**config.mk**
```make
export PLATFORM = sky130hd
export DESIGN_NAME = regfile_host
export DESIGN_NICKNAME = d
export VERILOG_FILES = /design/src/rtl/regfile_pkg.sv /design/src/rtl/regfile_host.sv
export SDC_FILE = /design/constraint.sdc
export NUM_CORES = 1
export LEC_CHECK = 0
export BUFFER_PORTS_ARGS = -buffer_cell sky130_fd_sc_hd__buf_2
export CELL_PAD_IN_SITES_DETAIL_PLACEMENT = 0
export CELL_PAD_IN_SITES_GLOBAL_PLACEMENT = 1
export CORE_MARGIN = 4
export CORE_UTILIZATION = 30
export CTS_CLUSTER_SIZE = 40
export DETAILED_ROUTE_END_ITERATION = 8
export PLACE_DENSITY_LB_ADDON = 0.2
export SYNTH_ARGS = -nofsm -noshare
export SYNTH_HDL_FRONTEND = slang
export SYNTH_SLANG_ARGS = --single-unit
```
**constraint.sdc**
```tcl
create_clock -name clk -period 3.5 [get_ports clk]
set_clock_uncertainty 0.1 [all_clocks]
set_input_delay 0.35 -clock clk [delete_from_list [all_inputs] [get_ports clk]]
set_output_delay 0.35 -clock clk [all_outputs]
set_load 0.01 [all_outputs]
```
**src/rtl/regfile_pkg.sv**
```systemverilog
// Shared constants, command field positions and FSM state encoding for the
// register-file host. Optional write-verify build: REGFILE_HOST_VERIFY_EN.
package regfile_pkg;

   localparam int WIDTH    = 4;
   localparam int ADDR_W   = 3;
   localparam int NUM_REGS = 8;

   // Packed 8-bit command layout
   localparam int OP_BIT     = 7;
   localparam int WADDR_HI   = 6;
   localparam int WADDR_LO   = 4;
   localparam int WDATA_HI   = 3;
   localparam int WDATA_LO   = 0;
   localparam int RADDRA_HI  = 6;
   localparam int RADDRA_LO  = 4;
   localparam int RADDRB_HI  = 2;
   localparam int RADDRB_LO  = 0;

   typedef enum logic [2:0] {
      IDLE   = 3'd0,
      WRITE  = 3'd1,
      READ   = 3'd2,
      RESP   = 3'd3,
      VERIFY = 3'd4
   } state_t;

endpackage

```
**src/rtl/regfile_host.sv**
```systemverilog
// Command-driven initiator for an 8x4 register file: byte commands in, byte
// read responses out. Define REGFILE_HOST_VERIFY_EN for post-write read-back check.
module regfile_host #(
   parameter int WIDTH  = 4,
   parameter int ADDR_W = 3
) (
   input  logic              clk,
   input  logic              rst,
   input  logic              cmd_valid,
   output logic              cmd_ready,
   input  logic [7:0]        cmd_data,
   output logic              rsp_valid,
   input  logic              rsp_ready,
   output logic [7:0]        rsp_data,
   output logic [ADDR_W-1:0] rf_read_reg1,
   output logic [ADDR_W-1:0] rf_read_reg2,
   input  logic [WIDTH-1:0]  rf_read_data1,
   input  logic [WIDTH-1:0]  rf_read_data2,
   output logic [ADDR_W-1:0] rf_write_reg,
   output logic [WIDTH-1:0]  rf_write_data,
   output logic              rf_we,
   output logic              busy,
   output logic              verify_err
);
   import regfile_pkg::*;

   // The byte packing only works for 4-bit data and 3-bit addresses.
   generate
      if (WIDTH != 4) begin : g_bad_width
         $error("regfile_host: WIDTH must be 4");
      end
      if ((1 << ADDR_W) != NUM_REGS) begin : g_bad_addr
         $error("regfile_host: ADDR_W must address exactly NUM_REGS entries");
      end
   endgenerate

   state_t            state_reg, state_next;
   logic [ADDR_W-1:0] read_reg1_reg, read_reg2_reg, write_reg_reg;
   logic [WIDTH-1:0]  write_data_reg;
   logic [7:0]        rsp_data_reg;
   logic              accept;
   logic              is_write;

   assign accept   = cmd_valid && (state_reg == IDLE);
   assign is_write = cmd_data[OP_BIT];

   always_comb begin
      state_next = state_reg;
      case (state_reg)
         IDLE:   if (accept) state_next = is_write ? WRITE : READ;
`ifdef REGFILE_HOST_VERIFY_EN
         WRITE:  state_next = VERIFY;
         VERIFY: state_next = IDLE;
`else
         WRITE:  state_next = IDLE;
`endif
         READ:   state_next = RESP;
         RESP:   if (rsp_ready) state_next = IDLE;
         default: state_next = IDLE;
      endcase
   end

   always_ff @(posedge clk or posedge rst) begin
      if (rst) begin
         state_reg      <= IDLE;
         read_reg1_reg  <= '0;
         read_reg2_reg  <= '0;
         write_reg_reg  <= '0;
         write_data_reg <= '0;
         rsp_data_reg   <= '0;
      end else begin
         state_reg <= state_next;
         if (accept && is_write) begin
            write_reg_reg  <= cmd_data[WADDR_HI:WADDR_LO];
            write_data_reg <= cmd_data[WDATA_HI:WDATA_LO];
         end
         if (accept && !is_write) begin
            read_reg1_reg <= cmd_data[RADDRA_HI:RADDRA_LO];
            read_reg2_reg <= cmd_data[RADDRB_HI:RADDRB_LO];
         end
`ifdef REGFILE_HOST_VERIFY_EN
         // Point port 1 at the just-written entry for the read-back cycle.
         if (state_reg == WRITE)
            read_reg1_reg <= write_reg_reg;
`endif
         if (state_reg == READ)
            rsp_data_reg <= {rf_read_data2, rf_read_data1};
      end
   end

`ifdef REGFILE_HOST_VERIFY_EN
   logic             verify_err_reg;
   logic [WIDTH-1:0] verify_expect;

   // Entry 0 is hardwired to zero in the file, so that is what reads back.
   assign verify_expect = (write_reg_reg == '0) ? '0 : write_data_reg;

   always_ff @(posedge clk or posedge rst) begin
      if (rst)
         verify_err_reg <= 1'b0;
      else if ((state_reg == VERIFY) && (rf_read_data1 != verify_expect))
         verify_err_reg <= 1'b1;
   end

   assign verify_err = verify_err_reg;
`else
   assign verify_err = 1'b0;
`endif

   assign cmd_ready     = (state_reg == IDLE);
   assign busy          = (state_reg != IDLE);
   assign rsp_valid     = (state_reg == RESP);
   assign rsp_data      = rsp_data_reg;
   assign rf_we         = (state_reg == WRITE);
   assign rf_write_reg  = write_reg_reg;
   assign rf_write_data = write_data_reg;
   assign rf_read_reg1  = read_reg1_reg;
   assign rf_read_reg2  = read_reg2_reg;

endmodule

```
* Yosys cells after proc, flatten, opt, wreduce, memory -nomap -nowiden
Cells that the tools add are included.
** Cells by class
- Mux-type cells :: 4
- Reduce and logical (&&, ||, !) cells :: 7
- Equality and inequality tests :: 5
** Operators with widths (count)
- $pmux 3 s3 :: 1
- $eq 3x2->1 const B :: 2
- $mux 3 :: 2
- $ne 2x1->1 const B :: 2
- $eq 3x1->1 const B :: 1
- $logic_and 1x1->1 :: 3
- $logic_not 3->1 :: 1
- $reduce_bool 3->1 :: 1
- $mux 2 :: 1
- $reduce_and 2->1 :: 1
- $logic_not 1->1 :: 1
** Storage, ports and cells
- Register bits after elaboration :: 24

* Depth between registers and ports, before layout
- Depth after elaboration :: 4
- Depth in mapped cells :: 4
- Depth with buffers taken out :: 2

* Worst setup path before layout
Ideal clock, no wire load.
- Kind :: register -> register
- Start :: register state_reg[0]
- End :: register write_data_reg[0] (netlist: rf_write_data[0])
- Arrival time :: 1237 ps
- Library setup time :: 125 ps
- Buffers on the path :: 2
- Stages on the path, launching flop included :: 5
- Setup slack :: 2039 ps
- Period minus slack after synthesis :: 1461 ps
- Required time :: 3275 ps
- Path through :: dfrtp_1 -> buf_6 -> nor4bb_1 -> buf_2 -> mux2_2
** Between the ends
- Cells in the longest elaborated chain, start to end :: 3
** RTL lines
- start, declared :: line regfile_host.sv:37 : state_t state_reg, state_next;
- start signal, assigned :: line regfile_host.sv:72 : state_reg <= state_next;
- $logic_not 3->1 :: line regfile_host.sv:44 : assign accept = cmd_valid && (state_reg == IDLE);
- $logic_and 1x1->1 :: line regfile_host.sv:44
- $logic_and 1x1->1 :: line regfile_host.sv:73 : if (accept && is_write) begin
- end signal, assigned :: line regfile_host.sv:75 : write_data_reg <= cmd_data[WDATA_HI:WDATA_LO];
- end, declared :: line regfile_host.sv:39 : logic [WIDTH-1:0] write_data_reg;
Every way passes these cells.
A chain may end at the register's enable or synchronous reset.

* Worst setup path after layout
- Start :: register state_reg[1]
- End :: register rsp_data_reg[7] (netlist: rsp_data[7])
** Between the ends
- Cells in the longest elaborated chain, start to end :: 1
** RTL lines
- $eq 3x2->1 :: line regfile_host.sv:86 : if (state_reg == READ)
- end signal, assigned :: line regfile_host.sv:87 : rsp_data_reg <= {rf_read_data2, rf_read_data1};
- end, declared :: line regfile_host.sv:40 : logic [7:0] rsp_data_reg;
Every way passes these cells.

==> reports/qor.yml <==
post_cts_buffers: 0
clock-root-buffer: "clkbuf_4"
die_area_sq_um: 4087
synth_cell_types: 16
antenna_cells: 0
die_x_um: 63.93
cts_hold_buf: 0
vdd_drop_max_v: 0.0004627
slew_headroom: 0.4383
ys_seq_area_frac: 0.6133
final_cell_mix: "44 x buf_2, 23 x dfrtp_1, 21 x mux2_2"
finalHoldViolCount: 0
largest_register_ffs: 8
n_fill_cell: 304
row_count: 20
drt-vias-per-instance: 4.139
numCtsBuffers: 3
grt_pass1_wl_um: 2898
dp_hpwl_um: 1335
grt_max_degree: 24
critPathLaunchType: "register"
post-route-drc-count: 0
ant_nets: 0
track_usage: 0.08966
drive_above_1_share: 0.6636
wl_per_cell_um: 11.34
syn_to_final_growth_pct: 29.87
setup_viol_count_final: 0
max_freq_ghz: 0.5993
place.gp.congestion: 0.6429
grt_pass1_vias: 657
synth_area_leader_cell: "dfrtp_1"
cp.required_ns: 3.60
post_cts_resized: 0
clockBufferDepth: 2
tritoncts: "built"
cts_max_level: 1
synth_top_area_share: 0.6133
io_pins: 46
grt_setup_unrepaired: "no"
placed_cell_area_sq_um: 1192
drtPass1Iterations: 3
cp-end-kind: "register"
die_h_um: 63.93
fin_util: 0.4025
ys_seq_elements: 23
syn_avg_cell_area_sq_um: 15.14
worstSkewPairLatency_ns: 0.30
coreArea_sq_um: 3028
worstPathMaxFanout: 8
worstSetupPathType: "reg -> reg"
period_needed_ns: 1.669
grt_overflow: 0
synthesis.area_sq_um: 938.4
drv_cap: 0
powerDensity_nw_per_um2: 866.4
tightest_slew_ns: 0.8417
layout_commonest_cell: "buf_2"
vias: 625
clk_pin_slew_ns: 0.12
wl_um: 1712
antenna_found_initial: 0
syn_nets: 82
seq_area_sq_um: 575.6
finalCritPeriodShare: 0.4768
hp-class: "in -> async"
critical_path_arrival_ns: 1.77
netlist_instances: 62
postLayoutCellArea_sq_um: 1219
status: "completed"
tns_ns: 0
start_util: 0.3099
ys_warn_count: 0
fin_nets: 128
dr.first_iter.drc_count: 4
power.static_leakage_nw: 0.5943
multiInputGateArea_sq_um: 326.6
portBuffers: 44
finalPower_mw: 1.056
synth.top_cells.by_area: "dfrtp_1 61%, mux2_2 25%, nor4b_4 2.5%"
cts_sinks: 23
finalMaxSlewViolations: 0
==> cell families (layout without fill, tap and decap cells) <==
group           after synthesis  count (layout)  share of synthesized area
simple gates                  8               8                    0.07066
compound gates                3               3                    0.02133
flops                        23              23                     0.6133
other cells                   1               1                   0.003996
mux                          21              21                     0.2520
buf+inv                       6              51                    0.03867
==> metrics by stage <==
step	instances	hold slack (ns)	setup WS, ns
after floorplan	62	0.2519	2.039
after global placement	147	0.3848	1.831
after detailed placement	147	0.3907	1.820
after CTS	151	0.1252	1.793
after global routing	151	0.1445	1.706
final	151	0.09480	1.831
==> worst max-delay path: stages (launching register included) <==
cell	delay [ns]
dfrtp_1	0.48
nor2b_1	0.58
mux2_2	0.40
==> power breakdown <==
part | internal, mW | switching, mW
logic | 0.253 | 0.204
clock network | 0.0444 | 0.0746
registers | 0.401 | 0.0792
==> layout make-up <==
type | count | area share
sequential | 23 | 0.4723
multi-input combinational | 33 | 0.2680
timing repair buffer | 45 | 0.1869
tap | 44 | 0.04517
clock buffer | 4 | 0.02156
inverter | 2 | 0.006160
==> routing by layer <==
layer  GRT usage  vias to the layer above  share of wire
li1            -                      305              -
met4    0.008086                        0              0
met1     0.09656                      290           0.39
met5           0                        -              0
met2      0.1665                       30           0.50
met3     0.03866                        0           0.11
==> path summary, 6_finish.rpt <==
check,depth (start not counted),slack (ns),end,startpoint
min in group clk,2,0.17,rsp_data[2],rf_read_data1[2]
max reg2reg,2,1.83,rsp_data[7],state_reg[1]
max,2,1.83,rsp_data[7],state_reg[1]
min,2,0.09,rsp_data[2],rst
min reg2reg,1,0.41,rsp_data[2],rsp_data[2]
max in group asynchronous,2,2.69,state_reg[1],rst
==> synthesized netlist by cell type, drive strengths merged <==
library cell   n
mux2          21
dfrtp         23
nor4bb         1
nor4b          1
inv            2
nor2           1
nand2b         1
o21ai          2
conb           1
nor2b          2
and2           1
a21bo          1
nand2          1
buf            4
Note: power is estimated with default switching activity, not from simulation.
